**config.mk**
```make
export PLATFORM = sky130hd
export DESIGN_NAME = washer_ctrl_timed
export DESIGN_NICKNAME = d
export VERILOG_FILES = /design/src/rtl/washer_pkg.sv /design/src/rtl/washer_ctrl_timed_phase_timer.sv /design/src/rtl/washer_ctrl_timed.sv
export SDC_FILE = /design/constraint.sdc
export NUM_CORES = 1
export LEC_CHECK = 0
export CORE_UTILIZATION = 55
export DETAILED_ROUTE_END_ITERATION = 6
export PLACE_DENSITY = 0.78
export RECOVER_POWER = 100
export SLEW_MARGIN = 30
export SYNTH_ARGS = -nofsm -noshare
export SYNTH_HDL_FRONTEND = slang
export SYNTH_HIERARCHICAL = 1
export SYNTH_SLANG_ARGS = --single-unit
```
**constraint.sdc**
```tcl
create_clock -name clk -period 4.47 [get_ports clk]
set_clock_uncertainty 0.2 [all_clocks]
set_input_delay 0.894 -clock clk [delete_from_list [all_inputs] [get_ports clk]]
set_output_delay 0.894 -clock clk [all_outputs]
set_load 0.02 [all_outputs]
```
**src/rtl/washer_pkg.sv**
```systemverilog
// Shared state codes and actuator decode for the timed washer controller.
// Actuator vectors are ordered {agitator, motor, pump, speed, water_fill}.
package washer_pkg;

   localparam logic [2:0] ST_IDLE  = 3'd0;
   localparam logic [2:0] ST_FILL  = 3'd1;
   localparam logic [2:0] ST_WASH  = 3'd2;
   localparam logic [2:0] ST_DRAIN = 3'd3;
   localparam logic [2:0] ST_RINSE = 3'd4;
   localparam logic [2:0] ST_SPIN  = 3'd5;
   localparam logic [2:0] ST_DONE  = 3'd6;

   localparam logic [4:0] ACT_OFF   = 5'b00000;
   localparam logic [4:0] ACT_FILL  = 5'b00001;
   localparam logic [4:0] ACT_AGIT  = 5'b11000;
   localparam logic [4:0] ACT_DRAIN = 5'b00100;
   localparam logic [4:0] ACT_SPIN  = 5'b01110;

   function automatic logic [4:0] act_decode(input logic [2:0] st);
      logic [4:0] v;
      case (st)
         ST_FILL:           v = ACT_FILL;
         ST_WASH, ST_RINSE: v = ACT_AGIT;
         ST_DRAIN:          v = ACT_DRAIN;
         ST_SPIN:           v = ACT_SPIN;
         default:           v = ACT_OFF;
      endcase
      return v;
   endfunction

   // Timed states are the only ones the door interlock can pause.
   function automatic logic is_timed(input logic [2:0] st);
      return (st >= ST_FILL) && (st <= ST_SPIN);
   endfunction

endpackage

```
**src/rtl/washer_ctrl_timed_phase_timer.sv**
```systemverilog
// Down-counter for one washer phase: load wins, hold freezes, stops at zero.
// zero is a direct decode of the registered count.
module phase_timer #(
   parameter int CNT_W = 16
) (
   input  logic             clk,
   input  logic             reset,
   input  logic             load,
   input  logic [CNT_W-1:0] load_val,
   input  logic             hold,
   output logic             zero
);

   logic [CNT_W-1:0] r_cnt;

   always_ff @(posedge clk) begin
      if (reset) begin
         r_cnt <= '0;
      end else if (load) begin
         r_cnt <= load_val;
      end else if (!hold && (r_cnt != '0)) begin
         r_cnt <= r_cnt - CNT_W'(1);
      end
   end

   assign zero = (r_cnt == '0);

endmodule

```
**src/rtl/washer_ctrl_timed.sv**
```systemverilog
// Washing-machine sequencer with internal phase timers, rinse loops, quick mode and door pause.
// Optional abort drain (input abort, pulse output aborted) is built when WASHER_ABORT_EN is defined.
module washer_ctrl_timed
   import washer_pkg::*;
#(
   parameter int CNT_W        = 16,
   parameter int FILL_TICKS   = 8,
   parameter int WASH_TICKS   = 16,
   parameter int DRAIN_TICKS  = 4,
   parameter int RINSE_TICKS  = 8,
   parameter int SPIN_TICKS   = 8,
   parameter int RINSE_CYCLES = 1
) (
   input  logic       clk,
   input  logic       reset,
   input  logic       start,
   input  logic       door,
   input  logic       quick,
`ifdef WASHER_ABORT_EN
   input  logic       abort,
   output logic       aborted,
`endif
   output logic       agitator,
   output logic       motor,
   output logic       pump,
   output logic       speed,
   output logic       water_fill,
   output logic       busy,
   output logic       done,
   output logic [2:0] state
);

   localparam logic [CNT_W-1:0] L_FILL  = CNT_W'(FILL_TICKS - 1);
   localparam logic [CNT_W-1:0] L_WASH  = CNT_W'(WASH_TICKS - 1);
   localparam logic [CNT_W-1:0] L_DRAIN = CNT_W'(DRAIN_TICKS - 1);
   localparam logic [CNT_W-1:0] L_RINSE = CNT_W'(RINSE_TICKS - 1);
   localparam logic [CNT_W-1:0] L_SPIN  = CNT_W'(SPIN_TICKS - 1);
   localparam logic [2:0]       L_RINSE_CYCLES = 3'(RINSE_CYCLES);

   logic [2:0]       r_state, w_nxt_state;
   logic [2:0]       r_rinse_cnt, w_nxt_rinse_cnt;
   logic             r_rinse_flag, w_nxt_rinse_flag;
   logic             r_quick, w_nxt_quick;
   logic             r_abort_flag, w_nxt_abort_flag;
   logic             w_load;
   logic [CNT_W-1:0] w_load_val;
   logic             w_zero;
   logic             w_pause;
   logic             w_step;
   logic             w_abort_in;
   logic             w_abort_eff;
   logic [4:0]       w_act;

`ifdef WASHER_ABORT_EN
   assign w_abort_in = abort;
`else
   assign w_abort_in = 1'b0;
`endif

   assign w_pause     = is_timed(r_state) && door;
   assign w_step      = !w_pause && w_zero;
   assign w_abort_eff = r_abort_flag || (w_abort_in && (r_state == ST_DRAIN));

   phase_timer #(.CNT_W(CNT_W)) u_timer (
      .clk      (clk),
      .reset    (reset),
      .load     (w_load),
      .load_val (w_load_val),
      .hold     (w_pause),
      .zero     (w_zero)
   );

   always_comb begin
      w_nxt_state      = r_state;
      w_nxt_rinse_cnt  = r_rinse_cnt;
      w_nxt_rinse_flag = r_rinse_flag;
      w_nxt_quick      = r_quick;
      w_nxt_abort_flag = r_abort_flag;
      w_load           = 1'b0;
      w_load_val       = '0;

      case (r_state)
         ST_IDLE: begin
            if (start && !door) begin
               w_nxt_state      = ST_FILL;
               w_load           = 1'b1;
               w_load_val       = L_FILL;
               w_nxt_quick      = quick;
               w_nxt_rinse_cnt  = quick ? 3'd0 : L_RINSE_CYCLES;
               w_nxt_rinse_flag = 1'b0;
               w_nxt_abort_flag = 1'b0;
            end
         end
         ST_FILL: begin
            if (w_step) begin
               w_load = 1'b1;
               if (r_rinse_flag) begin
                  w_nxt_state      = ST_RINSE;
                  w_load_val       = L_RINSE;
                  w_nxt_rinse_flag = 1'b0;
               end else begin
                  w_nxt_state = ST_WASH;
                  w_load_val  = L_WASH;
               end
            end
         end
         ST_WASH: begin
            if (w_step) begin
               w_nxt_state = ST_DRAIN;
               w_load      = 1'b1;
               w_load_val  = L_DRAIN;
            end
         end
         ST_DRAIN: begin
            w_nxt_abort_flag = w_abort_eff;
            if (w_step) begin
               if (w_abort_eff) begin
                  w_nxt_state      = ST_IDLE;
                  w_nxt_abort_flag = 1'b0;
               end else if ((r_rinse_cnt != 3'd0) && !r_quick) begin
                  w_nxt_state      = ST_FILL;
                  w_nxt_rinse_flag = 1'b1;
                  w_load           = 1'b1;
                  w_load_val       = L_FILL;
               end else begin
                  w_nxt_state = ST_SPIN;
                  w_load      = 1'b1;
                  w_load_val  = L_SPIN;
               end
            end
         end
         ST_RINSE: begin
            if (w_step) begin
               w_nxt_state = ST_DRAIN;
               w_load      = 1'b1;
               w_load_val  = L_DRAIN;
               if (r_rinse_cnt != 3'd0) begin
                  w_nxt_rinse_cnt = r_rinse_cnt - 3'd1;
               end
            end
         end
         ST_SPIN: begin
            if (w_step) begin
               w_nxt_state = ST_DONE;
            end
         end
         ST_DONE: begin
            w_nxt_state = ST_IDLE;
         end
         default: begin
            w_nxt_state = ST_IDLE;
         end
      endcase

      // Abort preempts any normal transition and restarts a full drain.
      if (w_abort_in && (r_state == ST_FILL || r_state == ST_WASH ||
                         r_state == ST_RINSE || r_state == ST_SPIN)) begin
         w_nxt_state      = ST_DRAIN;
         w_load           = 1'b1;
         w_load_val       = L_DRAIN;
         w_nxt_abort_flag = 1'b1;
         w_nxt_rinse_flag = 1'b0;
      end
   end

   always_ff @(posedge clk) begin
      if (reset) begin
         r_state      <= ST_IDLE;
         r_rinse_cnt  <= 3'd0;
         r_rinse_flag <= 1'b0;
         r_quick      <= 1'b0;
         r_abort_flag <= 1'b0;
      end else begin
         r_state      <= w_nxt_state;
         r_rinse_cnt  <= w_nxt_rinse_cnt;
         r_rinse_flag <= w_nxt_rinse_flag;
         r_quick      <= w_nxt_quick;
         r_abort_flag <= w_nxt_abort_flag;
      end
   end

`ifdef WASHER_ABORT_EN
   logic r_aborted;

   always_ff @(posedge clk) begin
      if (reset) begin
         r_aborted <= 1'b0;
      end else begin
         r_aborted <= (r_state == ST_DRAIN) && w_step && w_abort_eff;
      end
   end

   assign aborted = r_aborted;
`endif

   // Door masking is combinational so the drum stops the moment the door opens.
   assign w_act = w_pause ? ACT_OFF : act_decode(r_state);
   assign {agitator, motor, pump, speed, water_fill} = w_act;
   assign busy  = (r_state != ST_IDLE);
   assign done  = (r_state == ST_DONE);
   assign state = r_state;

endmodule

```
== Word level (Yosys, flattened, before mapping) ==
Index checks and enable logic that the tools add are counted.

* Register bits after elaboration: 25
* Output and inout port bits: 10
* Logic and storage cells: 87

* $add $sub $neg: 2
* $lt $le $gt $ge: 2
* Equality and inequality tests: 15
* Muxes and demuxes: 37
* Reduce and logical (&&, ||, !) cells: 25

{| class="wikitable"
|+ Operator list
! operator !! number
|-
| 3-bit 2-to-1 mux || 14
|-
| 16-bit 2-to-1 mux || 2
|-
| 5-bit case mux with 4 select lines || 1
|-
| 16-bit logical NOT || 1
|-
| 4-bit case mux with 4 select lines || 1
|-
| 16-bit nonzero test || 1
|-
| 16-bit by 1-bit subtractor with 16-bit output, second input constant || 1
|-
| 3-bit case mux with 5 select lines || 1
|-
| 2-bit != test, second input constant || 7
|-
| 1-bit 2-to-1 mux || 10
|-
| 3-bit == test, second input constant || 3
|-
| 3-bit nonzero test || 3
|-
| 4-bit 2-to-1 mux || 2
|-
| 3-bit by 2-bit == test with 1-bit output, second input constant || 2
|-
| 1-bit logical AND || 6
|-
| 1-bit case mux with 3 select lines || 2
|-
| 3-bit case mux with 2 select lines || 1
|-
| 6-bit AND reduction || 1
|-
| 2-bit nonzero test || 3
|-
| 5-bit 2-to-1 mux || 1
|-
| 5-bit AND reduction || 1
|-
| 2-bit by 1-bit != test with 1-bit output, second input constant || 2
|-
| 4-bit AND reduction || 1
|-
| 3-bit by 1-bit == test with 1-bit output, second input constant || 1
|-
| 11 further kinds || 13
|}

== Longest topological paths before layout ==
* Depth after elaboration: 8
* Mapped depth: 13
* Gate-level depth less buffers: 11

== Hierarchy ==
Netlist, hierarchy kept.

{| class="wikitable"
|+ Modules (own cells, without submodules)
! module !! instances !! cells an instance !! area each (sq um)
|-
| phase_timer || 1 || 127 || 1053.5
|-
| washer_ctrl_timed || 1 || 92 || 650.6
|}

== Least setup slack after synthesis ==
OpenSTA, ideal clock, no wires.

* Kind: register to register
* From: reg u_timer.r_cnt[0]
* To: reg u_timer.r_cnt[4]
* Data arrival time: 3.009 ns
* Path slack: 1.165 ns
* Stages on the path, launching flop included: 13
* Path buffers: 2
* Cell sequence: dfxtp_1 > inv_1 > ha_1 > or4b_1 > buf_2 > nor4_1 > o21ai_0 > a21oi_1 > a31oi_1 > nor2_1 > dlygate4sd1_1 > a21oi_1 > a221oi_1

* Cells in the longest elaborated chain, start to end: 5

{| class="wikitable"
|+ Ends and longest elaborated chain
! what !! line !! text
|-
| from (decl) || washer_ctrl_timed_phase_timer.sv:14 || <nowiki>logic [CNT_W-1:0] r_cnt;</nowiki>
|-
| from (signal assigned) || washer_ctrl_timed_phase_timer.sv:20 || <nowiki>r_cnt <= load_val;</nowiki>
|-
| from (signal assigned) || washer_ctrl_timed_phase_timer.sv:22 || <nowiki>r_cnt <= r_cnt - CNT_W'(1);</nowiki>
|-
| 16-bit logical NOT * || washer_ctrl_timed_phase_timer.sv:26 || <nowiki>assign zero = (r_cnt == '0);</nowiki>
|-
| net w_zero || washer_ctrl_timed.sv:47 || <nowiki>logic w_zero;</nowiki>
|-
| 1-bit logical AND * || washer_ctrl_timed.sv:61 || <nowiki>assign w_step = !w_pause && w_zero;</nowiki>
|-
| 1-bit 2-to-1 mux (on tied branches) || n/a ||
|-
| 1-bit case mux with 3 select lines * || washer_ctrl_timed.sv:82 || <nowiki>case (r_state)</nowiki>
|-
| net w_load || washer_ctrl_timed.sv:45 || <nowiki>logic w_load;</nowiki>
|-
| 16-bit 2-to-1 mux or 2-bit nonzero test (tied branches) || n/a ||
|}

Mark *: on every way through the listed nets, which the timed path passes. The rest lies on a longest branch. The select of a mux whose other input is x is not followed.
A chain may end at the register's enable or synchronous reset.

== Final worst setup path ==
* From: in door
* To: out water_fill

* Cells in the longest elaborated chain, start to end: 2

{| class="wikitable"
|+ Ends and longest elaborated chain
! what !! line !! text
|-
| from (decl) || washer_ctrl_timed.sv:17 || <nowiki>input logic door,</nowiki>
|-
| 1-bit logical AND || washer_ctrl_timed.sv:60 || <nowiki>assign w_pause = is_timed(r_state) && door;</nowiki>
|-
| 5-bit 2-to-1 mux || washer_ctrl_timed.sv:197 || <nowiki>assign w_act = w_pause ? ACT_OFF : act_decode(r_state);</nowiki>
|-
| to (decl) || washer_ctrl_timed.sv:27 || <nowiki>output logic water_fill,</nowiki>
|}

Every way passes these cells.

==> impl_metrics.tcl <==
set metrics [dict create \
    cap_violations 0 \
    syn_area_per_cell_um2 7.78 \
    worst_slew_pin_slew_ns 0.830 \
    htree_levels 1 \
    cts_num_sinks 24 \
    layout_commonest_cell "nor2_1" \
    fin_cells 264 \
    cts_made_buffers 3 \
    seq_area_um2 480 \
    firstDrtPassIters 6 \
    synth.area.top_cells "dfxtp_1 (28%), nor2_1 (6.2%), a311oi_1 (5.7%)" \
    cellPowerDensity_nw_per_um2 346 \
    min_from "r_rinse_cnt[0]" \
    place_congestion 0.833 \
    crit_path_start_kind "input port" \
    p_leak_nw 0.691 \
    met1_usage_pct 33.8 \
    layout_common_cells "nor2_1 (28), dfxtp_1 (24), inv_1 (15)" \
    hold_viol_final 0 \
    root_buffer "clkbuf_4" \
    die_h_um 57.7 \
    slew_viol_final 0 \
    grt_use_met2_pct 37.9 \
    grt_busiest_layer "met2" \
    clk_path_buf_depth 2 \
    io_buffer_count 14 \
    cts_resized 0 \
    hold_depth 1 \
    rows 19 \
    pin_count 15 \
    grtUsageMet3_pct 2.46 \
    die_w_um 57.7 \
    rsz0062_at_grt "false" \
    initial_utilization_pct 59.7 \
    arrival_ns 2.71 \
    setup_viol 0 \
    rr_worst_depth 13 \
    yosysTopAreaCell "dfxtp_1" \
    place_hpwl_mm 2.63 \
    n_fill_cell 275 \
    synth_top_area_share_pct 28.2 \
    vias_per_cell 6.16 \
    cpPeakStageDelay_ns 0.71 \
    track_usage_pct 23.9 \
    multiInputGateArea_um2 1080 \
    finalWirelength_mm 3.69 \
    antenna_cells 0 \
    route.vias.total 1626 \
    period_needed_ns 3.80 \
    coreArea_um2 2850 \
    ys_ff_latch 24 \
    crit-reg2reg-launch "u_timer/r_cnt[1]" \
    path_delay_family "buffers and inverters" \
    drive_gt1_share_pct 5.15 \
    cp_num_cells 4 \
    grt_remaining_overflow 0 \
    nets 242 \
    area_growth_pct 8.81 \
    postSynthCellCount 219 \
    dieArea_um2 3330 \
    antenna_left 0 \
    timing.setup.tns_ns 0 \
    clock_latency_ns 0.33 \
    peakVddDrop_uv 181 \
    ys_seq_area_share_pct 28.2 \
    hp-class "reg -> reg" \
    grt_pass1_wl_mm 6.28 \
    remaining_drc_errors 1 \
    first_iter_violations 108 \
    synth.distinct_cells 52 \
    dp_cells 260 \
    synth_flop_cell "dfxtp_1" \
    critPathCaptureType "output pin" \
    ys_async_sr_fraction_pct 0 \
    violations "design-rule violations" \
    routedWlPerCell_um 14.0 \
    crit_fanout 12 \
    grt_pass1_vias 1426 \
    outcome "finished with violations" \
    path_common_cell "dlygate4sd3_1" \
    synth_edf_count 0 \
    ys_warn_count 6 \
    post_cts_buffers 0 \
    crit_chain "dlygate4sd3_1, nand2b_1, nor3_1, dlygate4sd3_1" \
    clkTransAtPathRegs_ns 0.13 \
    max_freq_ghz 0.263 \
    holdBufCountCts 0 \
    crit_buf_inv 2 \
    worstSetupStartpoint "door" \
    required_ns 3.38 \
    min_period_over_period_pct 85.0 \
    grt_max_degree 27 \
    critical_path_class "in -> out" \
    maxSlewHeadroom_pct 44.2 \
    cts_tree "done" \
    syn-cell-area_um2 1700 \
    critPathSlowestCell "dlygate4sd3_1" \
    grt_antenna_before_repair 0 \
]
[cells by family after synthesis]
group / share of synthesized area (%)
other cells: 0.220
simple gates: 32.3
compound gates: 26.2
flops: 28.2
mux: 1.76
buf+inv: 9.10
fa+ha+maj: 2.20
[registers in the layout (all words and copies together) (netlist names)]
signal,flops
r_rinse_cnt,3
u_timer/r_cnt,16
r_quick,1
state,3
r_rinse_flag,1
[routing by layer]
layer  share of wire [%]  routed length, um
met5                   0                  0
met4                 1.3                 47
met1                  51               1870
met2                  44               1620
met3                 4.2                156
[report_power, final]
part | internal, W | total (W) | leakage, nW | switching, W
clock network | 0.0000908 | 0.000162 | 0.0279 | 0.0000714
registers | 0.000241 | 0.000277 | 0.198 | 0.0000356
logic | 0.0000876 | 0.000202 | 0.466 | 0.000115
total | 0.000420 | 0.000642 | 0.691 | 0.000222
[final timing paths]
| check | to | slack (ns) |
|---|---|---|
| setup / recovery | water_fill | 0.67 |
| hold / removal | r_rinse_cnt[0] | 0.30 |
| setup reg to reg | u_timer/r_cnt[3] | 0.79 |
| hold reg to reg | r_rinse_cnt[0] | 0.30 |
[synth_stat cells (2+ instances only)]
| library cell | instances |
|---|---|
| or4_1 | 8 |
| nor3_1 | 9 |
| a211oi_1 | 2 |
| nand2_1 | 8 |
| nor2_1 | 28 |
| dfxtp_1 | 24 |
| o41ai_1 | 3 |
| or2b_1 | 2 |
| o31a_1 | 2 |
| or3_1 | 8 |
| a31oi_1 | 2 |
| nor2b_1 | 3 |
| buf_2 | 3 |
| mux2i_1 | 3 |
| nor4_1 | 6 |
| a21oi_1 | 12 |
| o21ai_0 | 9 |
| clkbuf_1 | 8 |
| nand3_1 | 5 |
| o21a_1 | 2 |
| or3_2 | 2 |
| a221oi_1 | 3 |
| buf_6 | 2 |
| a311oi_1 | 11 |
| inv_1 | 15 |
| and4_1 | 2 |
| or4b_1 | 3 |
| ha_1 | 3 |
| nand2b_1 | 4 |
| o31ai_1 | 5 |
[through the flow]
stage | hold slack [ns] | total power, W | utilization (%) | worst slack, ns | instance area (um2)
global placement | 0.262 | 0.000479 | 64.5 | 0.870 | 1840
CTS | 0.296 | 0.000650 | 66.4 | 0.769 | 1890
finish | 0.296 | 0.000642 | 65.0 | 0.669 | 1850
detailed placement | 0.277 | 0.000488 | 64.5 | 0.772 | 1840
global route | 0.312 | 0.000687 | 65.0 | 0.448 | 1850
floorplan | 0.249 | 0.000456 | - | 1.17 | 1750
[cell type report]
class	instances	area share, %
Sequential cell	24	25.9
Multi-Input combinational cell	174	58.2
Clock inverter	1	1.62
Tap cell	31	2.09
Inverter	15	3.04
Timing Repair Buffer	16	7.89
Clock buffer	3	1.21
No activity file was read; power rests on OpenSTA's default activity.
